**config.mk**
```make
export PLATFORM = sky130hd
export DESIGN_NAME = uart_rx_fifo
export DESIGN_NICKNAME = d
export VERILOG_FILES = /design/src/rtl/uart_rx_fifo.sv
export SDC_FILE = /design/constraint.sdc
export NUM_CORES = 1
export LEC_CHECK = 0
export CORE_UTILIZATION = 40
export CTS_CLUSTER_SIZE = 24
export DETAILED_ROUTE_END_ITERATION = 7
export PLACE_DENSITY = 0.63
export SLEW_MARGIN = 0
export SYNTH_ARGS = -nofsm -noshare
export SYNTH_HDL_FRONTEND = slang
export SYNTH_SLANG_ARGS = --single-unit
```
**constraint.sdc**
```tcl
create_clock -name clk -period 2.4 [get_ports clk]
set_input_delay 0.24 -clock clk [delete_from_list [all_inputs] [get_ports clk]]
set_output_delay 0.24 -clock clk [all_outputs]
set_load 0.03 [all_outputs]
```
**src/rtl/uart_rx_fifo.sv**
```systemverilog
// Receive byte buffer behind the UART receiver: circular FIFO with sticky overrun/framing flags.
// Latency: a byte pushed at edge N is visible on out_data/out_valid in cycle N+1 (no bypass).
// Backpressure: out_ready stalls the head; the UART side cannot stall, so a byte arriving while full is dropped and flagged.
module uart_rx_fifo #(
    parameter int DEPTH      = 16,
    parameter int DATA_WIDTH = 8
) (
    input  logic                    clk,
    input  logic                    rst,
    input  logic [DATA_WIDTH-1:0]   in_data,
    input  logic                    in_valid,
    input  logic                    in_frame_err,
    output logic [DATA_WIDTH-1:0]   out_data,
    output logic                    out_valid,
    input  logic                    out_ready,
    input  logic                    flush,
    input  logic                    clear_errors,
    output logic [$clog2(DEPTH):0]  count,
    output logic                    full,
    output logic                    empty,
    output logic                    overrun,
    output logic                    frame_err
);

    localparam int AW = $clog2(DEPTH);
    localparam int CW = AW + 1;
    localparam logic [CW-1:0] FULL_CNT = CW'(DEPTH);

    // Byte storage; contents are deliberately left unreset.
    logic [DATA_WIDTH-1:0] mem [DEPTH];

    logic [AW-1:0] wr_ptr;
    logic [AW-1:0] rd_ptr;
    logic [CW-1:0] count_q;
    logic          overrun_q;
    logic          frame_err_q;

    logic byte_ok;
    logic byte_bad;
    logic pop;
    logic push;
    logic ovr_set;

    // All status outputs come straight from registers, never from inputs.
    assign full      = (count_q == FULL_CNT);
    assign empty     = (count_q == '0);
    assign out_valid = !empty;
    assign count     = count_q;
    assign overrun   = overrun_q;
    assign frame_err = frame_err_q;

    // Show-ahead head of queue.
    assign out_data  = mem[rd_ptr];

    // A clean byte is stored when there is room, or when a pop in the same cycle makes room.
    assign byte_ok  = in_valid && !in_frame_err;
    assign byte_bad = in_valid && in_frame_err;
    assign pop      = out_valid && out_ready;
    assign push     = byte_ok && (!full || pop);
    // Overrun is not evaluated in a flush cycle: the buffer is being emptied anyway.
    assign ovr_set  = byte_ok && full && !pop && !flush;

    // Pointer and occupancy tracking; flush discards everything including a same-cycle push/pop.
    always_ff @(posedge clk) begin
        if (!rst) begin
            wr_ptr  <= '0;
            rd_ptr  <= '0;
            count_q <= '0;
        end else if (flush) begin
            wr_ptr  <= '0;
            rd_ptr  <= '0;
            count_q <= '0;
        end else begin
            if (push) begin
                wr_ptr <= wr_ptr + AW'(1);
            end
            if (pop) begin
                rd_ptr <= rd_ptr + AW'(1);
            end
            case ({push, pop})
                2'b10:   count_q <= count_q + CW'(1);
                2'b01:   count_q <= count_q - CW'(1);
                default: count_q <= count_q;
            endcase
        end
    end

    // Write the accepted byte at the tail slot.
    always_ff @(posedge clk) begin
        if (rst && push && !flush) begin
            mem[wr_ptr] <= in_data;
        end
    end

    // Sticky error flags; a set in the same cycle as clear_errors wins.
    always_ff @(posedge clk) begin
        if (!rst) begin
            overrun_q   <= 1'b0;
            frame_err_q <= 1'b0;
        end else begin
            overrun_q   <= ovr_set  || (overrun_q   && !clear_errors);
            frame_err_q <= byte_bad || (frame_err_q && !clear_errors);
        end
    end

endmodule

```
==> run summary, run 1 <==
The flow ran to the end, but the final reports show violations. The checks that failed: setup timing. The number of nets handed over by synthesis was 328.

The detailed router finished its first iteration with roughly 280 violations. The classification of the worst-slack hold path is input port to register. Clock skew on the completed layout was measured at 0.00778 ns. The analysis attributes to cell leakage a power of ~2.3 nW. The overall die height came out at 123 um. Setup repair after global routing could not meet its margin everywhere.

The final max-slew violation count came out at 0. On the final layout, the worst hold slack is between 0.4 and 0.5 ns. Dividing total power by cell area gives a power density of 733 nW/um2. The root buffer cell chosen for the clock tree is sky130_fd_sc_hd__clkbuf_16. Wires add up to ~12 mm.

The antenna diode instance count came out at 0. The per-cell routed wire length came out at roughly 21 um. The total I/O pin count came out at 33. The tightest slew margin relative to the limit is a little over three fifths. The relative area change from synthesis to final layout is 23.6%. The largest net degree at the start of global routing came out at 33. Among all flip-flop cells after synthesis, the most frequent one is sky130_fd_sc_hd__edfxtp_1. The synthesized design contains 147 register bits. Leaving out fill and tap cells, the most frequent cells in the layout are sky130_fd_sc_hd__edfxtp_1 (128), sky130_fd_sc_hd__mux4_2 (40), sky130_fd_sc_hd__buf_4 (32). The number of nets in the finished design is 403. Yosys printed 0 warnings. The total number of H-tree levels came out at 4. Counting tap cells, the placed design contains a total of approximately 540 instances. The worst setup path is launched from a register.

Of all nets on the critical path, the largest fanout is 10. The required time of the worst setup path is 2.16 ns. STA classifies the critical path endpoint as an output pin. The final hold violation count was 0. Max-cap violations in this run came to 0. The fraction of layout cells with a size suffix above 1 came out at between 30% and 40%. The peak clock frequency supported by timing came out at 0.406 GHz. The count of endpoints failing setup in the final report came out at 8. VDD sags by at most roughly 0.53 mV.

For this run, design rule violations remaining after detail routing come to 0. The length of the first detailed-routing pass in iterations is 4. The number of sinks on the clock net is between 100 and 150. The share of flip-flops with an asynchronous set or reset came out at 0%. Hold repair after CTS inserted 0 buffers.

Dividing the synthesized area by the synthesized cell count gives between 15 and 20 um2. The initial core utilization came out at 41.5%. The via count of the first global-routing pass is 3,088. The time the worst path needs with I/O delays and setup came out at approximately 2.5 ns. Synthesis instantiated 39 different standard cells from the library. Global routing finished with a remaining overflow of 0. The detailed-placement wirelength estimate is 7.94 mm.

The cell area after layout is between 7000 and 8000 um2. At the end of routability-driven placement, the weighted congestion stood at about 0.74. Adding up every negative setup slack in the final design gives -0.220 ns. The TritonCTS clock tree is done.

The number of cells in the finished layout apart from fillers is 574. The number of buffers added by the clock tree synthesis step came out at 17. Dividing the detail-routed via count by the number of cells gives 5.30. The clock transition at the registers of the reported paths is 0.06 ns. During placement, the flow inserted port buffers numbering 32. The die outline area came out at 15,100 um2.

The initial antenna violation count came out at 0. The die extent in x is 123 um. The setup path with the least slack is of type register to output pin. For the worst-skew pair, the clock arrives at the later sink with an insertion delay of 0.42 ns. In this run the cell area of the synthesized design comes to slightly below 6000 um2.

Leaving out fill and tap cells, the most frequent cell in the layout is sky130_fd_sc_hd__edfxtp_1. The deepest clock path buffer count is 2. The multi-input combinational cells in the finished layout cover a total of 1570 um2.

The global-route wire length before repair is 18.2 mm. The worst endpoint data arrival time is ~2.2 ns. For this run, the total global-route usage over all layers was measured as about 18%. Setup slack on the critical path of the routed design comes to -0.0623 ns. The cell count after synthesis came out at 306. The filler cells instantiated in the layout total around 1,100. The measured slew at the worst slew-check pin came out at between 0.5 and 0.6 ns.

The sequential cell area in the final layout is 4240 um2. The via count of the routed design came out at between 3,000 and 4,000. The core region area is ~14,000 um2.

The final cycle utilization of the critical path is 103%. Yosys mapped a number of flops with a built-in enable equal to roughly 130. The share of the Yosys chip area taken by registers is about 72%. In this run the cell area measured after placement is roughly 6700 um2. The placement row count is 43.

The count of nets left with antenna violations after detail routing came out at 0.
==> path summary, 6_finish.rpt <==
kind	slack, ns	depth (start not counted)	endpoint	startpoint
hold reg to reg	0.49	2	frame_err	frame_err
setup reg to reg	0.02	9	count[4]	count[0]
setup / recovery	-0.06	4	out_data[1]	register
hold / removal	0.40	3	frame_err	in_frame_err
==> power by group <==
group / total, mW / switching, mW / internal (mW)
logic: 0.212 / 0.115 / 0.0969
clock network: 2.30 / 0.999 / 1.31
registers: 2.79 / 0.00595 / 2.78
==> layer usage <==
layer  GRT usage, %  vias up  wire, um
met5              0        -         0
met4           9.68        0       250
met2           27.8      111      5910
li1               -     1375         -
met1           22.7     1535      5010
met3           5.12       21       864
==> synthesized netlist by cell type (3+ instances only) <==
library cell               number  area (um2)
sky130_fd_sc_hd__edfxtp_1     128        3840
sky130_fd_sc_hd__ha_1           7        87.6
sky130_fd_sc_hd__xor2_1         4        35.0
sky130_fd_sc_hd__o21ai_0        3        15.0
sky130_fd_sc_hd__inv_1          6        22.5
sky130_fd_sc_hd__nor2_1        31         116
sky130_fd_sc_hd__nand2_1       11        41.3
sky130_fd_sc_hd__a21oi_1        8        40.0
sky130_fd_sc_hd__buf_2          4        20.0
sky130_fd_sc_hd__clkbuf_1       5        18.8
sky130_fd_sc_hd__nand3_1        3        15.0
sky130_fd_sc_hd__xnor2_1        5        43.8
sky130_fd_sc_hd__mux4_2        40         901
sky130_fd_sc_hd__dfxtp_1       19         380
==> layout make-up <==
| type | count | area share [%] |
|---|---|---|
| repair buffers | 68 | 9.12 |
| flip-flops and latches | 147 | 58.6 |
| clock buffers | 18 | 5.94 |
| multi-input cells | 141 | 21.6 |
| clock inverters | 14 | 1.26 |
| inverters | 6 | 0.311 |
| well taps | 180 | 3.11 |
==> critical path, stage by stage, from the launching register on <==
cell,delay [ns]
sky130_fd_sc_hd__dfxtp_4,0.42
sky130_fd_sc_hd__buf_12,0.17
sky130_fd_sc_hd__mux4_2,0.51
sky130_fd_sc_hd__mux4_2,0.53
sky130_fd_sc_hd__buf_6,0.17
==> cells by family (layout without fill, tap and decap cells) <==
logic type	after synthesis	count (layout)	share of synthesized area, %
simple gates	60	60	4.85
flops	147	147	72.2
fa+ha+maj	7	7	1.50
compound gates	23	23	3.02
buf+inv	18	106	1.37
xor+xnor	9	9	1.35
mux	42	42	15.7
==> what timing repair did <==
action,CTS,global route
setup buffers,0,0
cloned,1,0
pin swaps,1,0
resized for setup,62,1
setup endpoints to repair,10,10
==> sequential cells by signal (all words and copies together), names as in the netlist, named ones only <==
register	flops
count	5
frame_err	1
mem	128
overrun	1
rd_ptr	4
wr_ptr	4
==> metrics by stage <==
stage | util [%] | setup slack, ns | total power [mW]
floorplan | - | 0.00871 | 2.95
global placement | 47.2 | -0.0526 | 3.04
detailed placement | 47.2 | -0.0733 | 3.05
CTS | 51.3 | -0.0884 | 5.35
global route | 51.3 | -0.117 | 5.48
finish | 51.3 | -0.0623 | 5.30
(Power assumes the default switching activity.)
==> run 2, diff against run 1 <==
--- a/config.mk
+++ b/config.mk
@@ -5,6 +5,7 @@
 export SDC_FILE = /design/constraint.sdc
 export NUM_CORES = 1
 export LEC_CHECK = 0
+export CORE_MARGIN = 1
 export CORE_UTILIZATION = 40
 export CTS_CLUSTER_SIZE = 24
 export DETAILED_ROUTE_END_ITERATION = 7
==> results of run 2 <==
Final layout, timing and power as in run 1 (identical DEF).
==> RTL edit 1, RTL diff (config.mk and constraints of run 1) <==
Set the parameter `DATA_WIDTH` to 10 (it was 8).
--- a/src/rtl/uart_rx_fifo.sv
+++ b/src/rtl/uart_rx_fifo.sv
@@ -3,7 +3,7 @@
 // Backpressure: out_ready stalls the head; the UART side cannot stall, so a byte arriving while full is dropped and flagged.
 module uart_rx_fifo #(
     parameter int DEPTH      = 16,
-    parameter int DATA_WIDTH = 8
+    parameter int DATA_WIDTH = 10
 ) (
     input  logic                    clk,
     input  logic                    rst,
Interface: changed (resized in_data and out_data); port bits go from 33 to 37. No check against the original RTL was run, so the function may have changed too.
==> RTL edit 1 against run 1 <==
The run still ends with negative setup slack left; register-to-register slack improved by 0.05 ns; combinational power increased by 17%; clock power increased by 17%; first-iteration DRC count decreased by 9.3%; area after synthesis increased by 20%; sequential cell count increased by 32; wire length increased by 23%; design area increased by 23%; setup slack got worse by 0.057 ns; sequential share of layout area about the same; power increased by 19%; via count increased by 17%; die area increased by 20%; maximum frequency decreased by 2.3%; highest routed layer is now met5.
==> RTL edit 1: results (changes against run 1) <==
| Metric | Value |
|---|---|
| Hpwl dp | `8840 um (+11%)` |
| Sequential fraction of the synthesis area | `0.736 (+0.0140)` |
| Placer Congestion | `0.804 (+8.5%)` |
| Largest Register | `mem` |
| WP data arrival | `2.28 ns (+0.06 ns)` |
| GRT Util Overall | `0.184 (+0.00447)` |
| Violated checks | `negative setup slack` |
| Largest register FFs | `160 (+25%)` |
| Worst vdd ir | `0.530 mV (-0.72%)` |
| Largest net degree at the start of global routing | `18 (-45%)` |
| Via count | `3,556 (+17%)` |
| Clock Path Buffers | `2 (unchanged)` |
| First-pass GRT wire length | `23,100 um (+27%)` |
| Synth area leaders | `edfxtp_1, mux4_2, dfxtp_1` |
| NumNets Final | `466 (+16%)` |
| Leakage | `2.84 nW (+22%)` |
| Number of flops mapped to enable cells by yosys | `160 (+25%)` |
| Slew headroom | `0.614 (-0.0177)` |
| Hold path depth | `3 (unchanged)` |
| Commonest cells post-synth | `edfxtp_1, mux4_2, nor2_1` |
| CP Max Fanout | `6 (-4)` |
| Initial antenna violation count | `1 (+1)` |
| Routed WL | `14,800 um (+23%)` |
| Setup slack, reg-to-reg | `0.07 ns (+0.05 ns)` |
| Synthesized area per cell | `20.1 um2 (+5.3%)` |
| Placed cells | `638 (+18%)` |
| Worst hold slack | `0.408 ns (+0.00377 ns)` |
| Number of global-route vias before repair | `3,883 (+26%)` |
| Iter 0 DRT Violations | `253 (-9.3%)` |
| Via density | `5.23 (-1.3%)` |
| Worst Clk Skew | `0.0127 ns (+0.00494 ns)` |
| Setup ws final | `-0.119 ns (-0.0569 ns)` |
| Fillcell total | `1,330 (+17%)` |
| Port bufs | `36 (+13%)` |
| Layout cells sized above 1 | `0.352 (+0.0217)` |
| Final setup fails | `10 (+2)` |
| Post-synthesis net count | `374 (+14%)` |
| Status | `finished, violations left` |
RTL edit 1: routing by layer:
layer,track usage,part of all wire,vias to the layer above
li1,-,-,1598
met1,0.227,0.40,1831
met2,0.310,0.52,107
met3,0.0533,0.060,18
met4,0.0599,0.017,2
met5,0,0.0011,-
RTL edit 1: worst max-delay path by stage:
| stage | start | to | slack [ns] | cells after the start |
|---|---|---|---|---|
| after floorplan | count[1] | count[4] | 0.009 | 10 |
| after global placement | flip-flop | out_data[9] | -0.00009 | 4 |
| after detailed placement | flip-flop | out_data[9] | -0.03 | 4 |
| after CTS | flip-flop | out_data[8] | -0.14 | 4 |
| after global routing | flip-flop | out_data[8] | -0.17 | 4 |
| final | flip-flop | out_data[8] | -0.12 | 4 |
RTL edit 1: what timing repair did:
action,in CTS,in global routing
gates cloned,2,1
pin swaps,0,2
setup buffers,4,3
setup endpoints to repair,11,12
gates resized for setup,53,1
RTL edit 1: cell type report:
cell class	instances	area share
Clock buffer	18	0.0483
Clock inverter	14	0.0163
Inverter	6	0.00254
Multi-Input combinational cell	151	0.202
Sequential cell	179	0.586
Tap cell	225	0.0317
Timing Repair Buffer	87	0.114
RTL edit 1: per-stage QoR:
step                setup WS (ns)    TNS [ns]  cell area [um2]
detailed placement        -0.0258     -0.0258             8100
CTS                        -0.145       -1.01             8830
global route               -0.174       -1.46             8880
floorplan                 0.00871           0             7070
global placement       -0.0000928  -0.0000928             8100
finish                     -0.119      -0.743             8880
RTL edit 1: logic make-up (layout without fill, tap and decap cells):
logic type	count (synthesis)	count (layout)	synth area share
fa+ha+maj	7	7	0.0124
xor+xnor	9	9	0.0112
buf+inv	20	125	0.0126
flops	179	179	0.736
simple gates	60	60	0.0403
mux	52	52	0.163
compound gates	23	23	0.0250
RTL edit 1: power breakdown:
| group | leakage (nW) | internal [mW] | switching, mW |
|---|---|---|---|
| sequential | 1.60 | 3.39 | 0.00510 |
| clock | 0.275 | 1.46 | 1.21 |
| combinational | 0.970 | 0.119 | 0.130 |
| total | 2.84 | 4.97 | 1.35 |
RTL edit 1: worst reg2reg max path, stage by stage, from the launching register on:
cell	delay (ns)
dfxtp_4	0.34
or4_4	0.54
o211a_4	0.27
xor2_1	0.15
ha_2	0.19
or3_4	0.33
a21oi_2	0.12
a32oi_1	0.07
xnor2_1	0.15
nor2_1	0.05
==> RTL edit 2, RTL diff (config.mk and constraints of run 1) <==
Made on the original files. Make the reset (`rst`) asynchronous in 2 clocked blocks.
--- a/src/rtl/uart_rx_fifo.sv
+++ b/src/rtl/uart_rx_fifo.sv
@@ -61,7 +61,7 @@
     assign ovr_set  = byte_ok && full && !pop && !flush;
 
     // Pointer and occupancy tracking; flush discards everything including a same-cycle push/pop.
-    always_ff @(posedge clk) begin
+    always_ff @(posedge clk or negedge rst) begin
         if (!rst) begin
             wr_ptr  <= '0;
             rd_ptr  <= '0;
@@ -93,7 +93,7 @@
     end
 
     // Sticky error flags; a set in the same cycle as clear_errors wins.
-    always_ff @(posedge clk) begin
+    always_ff @(posedge clk or negedge rst) begin
         if (!rst) begin
             overrun_q   <= 1'b0;
             frame_err_q <= 1'b0;
Function: differs if rst is asserted again (counterexample within 4 cycles, from zero or initial values and one cycle with rst low); with rst held inactive, the same outputs for 4 cycles.
==> RTL edit 2 against run 1 <==
The flow still finishes with violations (negative setup slack); sequential cell count decreased by 4; design area increased by 4.2%; area after synthesis increased by 2.2%; setup slack got worse by 0.11 ns; global-route usage decreased by 0.56 points; first-iteration DRC count decreased by 15%; critical endpoint is now out_data[3]; maximum frequency decreased by 4.2%; wire length increased by 4.5%.
Power is not compared: it rests on default switching activity, and its combinational part moved more than twofold at a synthesized area within 25%.
==> RTL edit 2: results (changes against run 1) <==
| Metric | Value |
|---|---|
| Area post-placement | `6920 um2 (+3.9%)` |
| GRT Util Overall | `0.174 (-0.00555)` |
| Antenna fix cells | `0 (unchanged)` |
| Net Switching | `1.88 mW` |
| WP data arrival | `2.33 ns (+0.11 ns)` |
| Worst vdd ir | `0.472 mV` |
| First-pass iteration count of the detailed router | `4 (unchanged)` |
| Min-Delay Path Class | `primary input to asynchronous set/reset pin` |
| Final setup fails | `8 (unchanged)` |
| Placed cells | `556 (+2.8%)` |
| Commonest cells post-synth | `edfxtp_1, mux4_1, nor2_1` |
| Wire per inst | `21.1 um (+0.62%)` |
| Port bufs | `32 (unchanged)` |
| Setup slack, reg-to-reg | `0.03 ns` |
| Placer Congestion | `0.746 (+0.69%)` |
| Net Sw Frac | `0.270` |
| R2R cell count | `10 (+1)` |
| Iter 0 DRT Violations | `236 (-15%)` |
| Synth area leaders | `edfxtp_1, mux4_1, dfrtp_1` |
| Routed WL | `12,600 um (+4.5%)` |
| NumNets Final | `423 (+5.0%)` |
| Combinational power | `1.70 mW` |
| Largest register FFs | `128 (unchanged)` |
| Hpwl dp | `8190 um (+3.1%)` |
| Setup ws final | `-0.171 ns (-0.109 ns)` |
| Via count | `3,075 (+1.1%)` |
| Leakage | `2.64 nW` |
| Number of global-route vias before repair | `3,155 (+2.2%)` |
| H-tree depth | `4 (unchanged)` |
| Largest Register | `mem` |
| Worst hold slack | `0.209 ns (-0.195 ns)` |
| Largest net degree at the start of global routing | `31 (-6.1%)` |
| Worst Clk Skew | `0.00746 ns (-0.000327 ns)` |
| CTS Buf Count | `17 (unchanged)` |
| Sequential fraction of the synthesis area | `0.705 (-0.0167)` |
| Post-Route Setup TNS | `-1.13 ns (-0.913 ns)` |
| Post-synthesis net count | `328 (unchanged)` |
| Worst skew pair latency | `0.42 ns (about the same)` |
| CP Max Fanout | `4 (-6)` |
| Number of flops mapped to enable cells by yosys | `128 (unchanged)` |
| Most used DFF post-synth | `edfxtp_1` |
| Post-synth ARST share | `0.105 (+0.105)` |
| Violated checks | `negative setup slack` |
| Seq. pwr | `2.82 mW` |
| Status | `finished, violations left` |
| Synthesized instance count | `304 (-0.65%)` |
| Worst slew pin tran | `0.547 ns (-0.00426 ns)` |
| Slowest cell on crit path | `mux4_2` |
| First-pass GRT wire length | `19,100 um (+5.1%)` |
| R2r endpoint | `count[4]` |
| Initial antenna violation count | `0 (unchanged)` |
| YS warnings | `0 (unchanged)` |
| Worst-path clk slew | `0.06 ns (about the same)` |
| Netlist cell types | `35 (-10%)` |
| Layout cells sized above 1 | `0.340 (+0.00986)` |
| Slowest stage delay, CP | `0.53 ns (about the same)` |
| Root Buffer | `clkbuf_16` |
| R2R Path Start | `count[0]` |
[RTL edit 2: changes by cell type after synthesis, sizes merged, moves of 4 or more]
cell,delta
a21oi,-5
mux2,+4
or3,-4
dfxtp,-19
clkbuf,+4
dfrtp,+15
nor3,+5
[RTL edit 2: cell type report]
| cell class | count | area [um2] |
|---|---|---|
| Timing Repair Buffer | 91 | 826 |
| Clock inverter | 15 | 136 |
| Inverter | 9 | 36.3 |
| Clock buffer | 17 | 425 |
| Fill cell | 1159 | 7050 |
| Tap cell | 184 | 230 |
| Sequential cell | 143 | 4220 |
| Multi-Input combinational cell | 137 | 1660 |
[RTL edit 2: worst max-delay path by stage]
stage	end	cells past startpoint	startpoint
after floorplan	count[4]	10	count[3]
after global placement	out_data[5]	4	rd_ptr[0]
after detailed placement	out_data[7]	4	rd_ptr[0]
after CTS	out_data[4]	5	rd_ptr[0]
after global routing	out_data[2]	4	rd_ptr[0]
final	out_data[3]	5	rd_ptr[0]
[RTL edit 2: logic make-up after synthesis]
group	after synthesis	synth area share
adder cells (fa/ha/maj)	9	0.0201
AO/OA/AOI/OAI	13	0.0144
flip-flops	143	0.705
buffers and inverters	24	0.0213
multiplexers	44	0.177
XOR/XNOR	9	0.0132
AND/OR/NAND/NOR	62	0.0489
[RTL edit 2: critical path: cells and delay by family, from the launching register on]
kind | cells | cell delay [ns]
flip-flops | 1 | 0.46
multiplexers | 2 | 1.03
buffers and inverters | 3 | 0.42
[RTL edit 2: what timing repair did]
action,in CTS,in global routing
resized for setup,56,9
hold endpoints to repair,0,0
pin swaps,4,1
endpoints found under the setup margin,13,11
setup buffers,7,1
gates cloned,1,0
[RTL edit 2: layer usage]
metal | wire (um) | GRT usage
met1 | 5780 | 0.237
met5 | 0 | 0
met3 | 731 | 0.0631
met4 | 101 | 0.0489
met2 | 5960 | 0.262
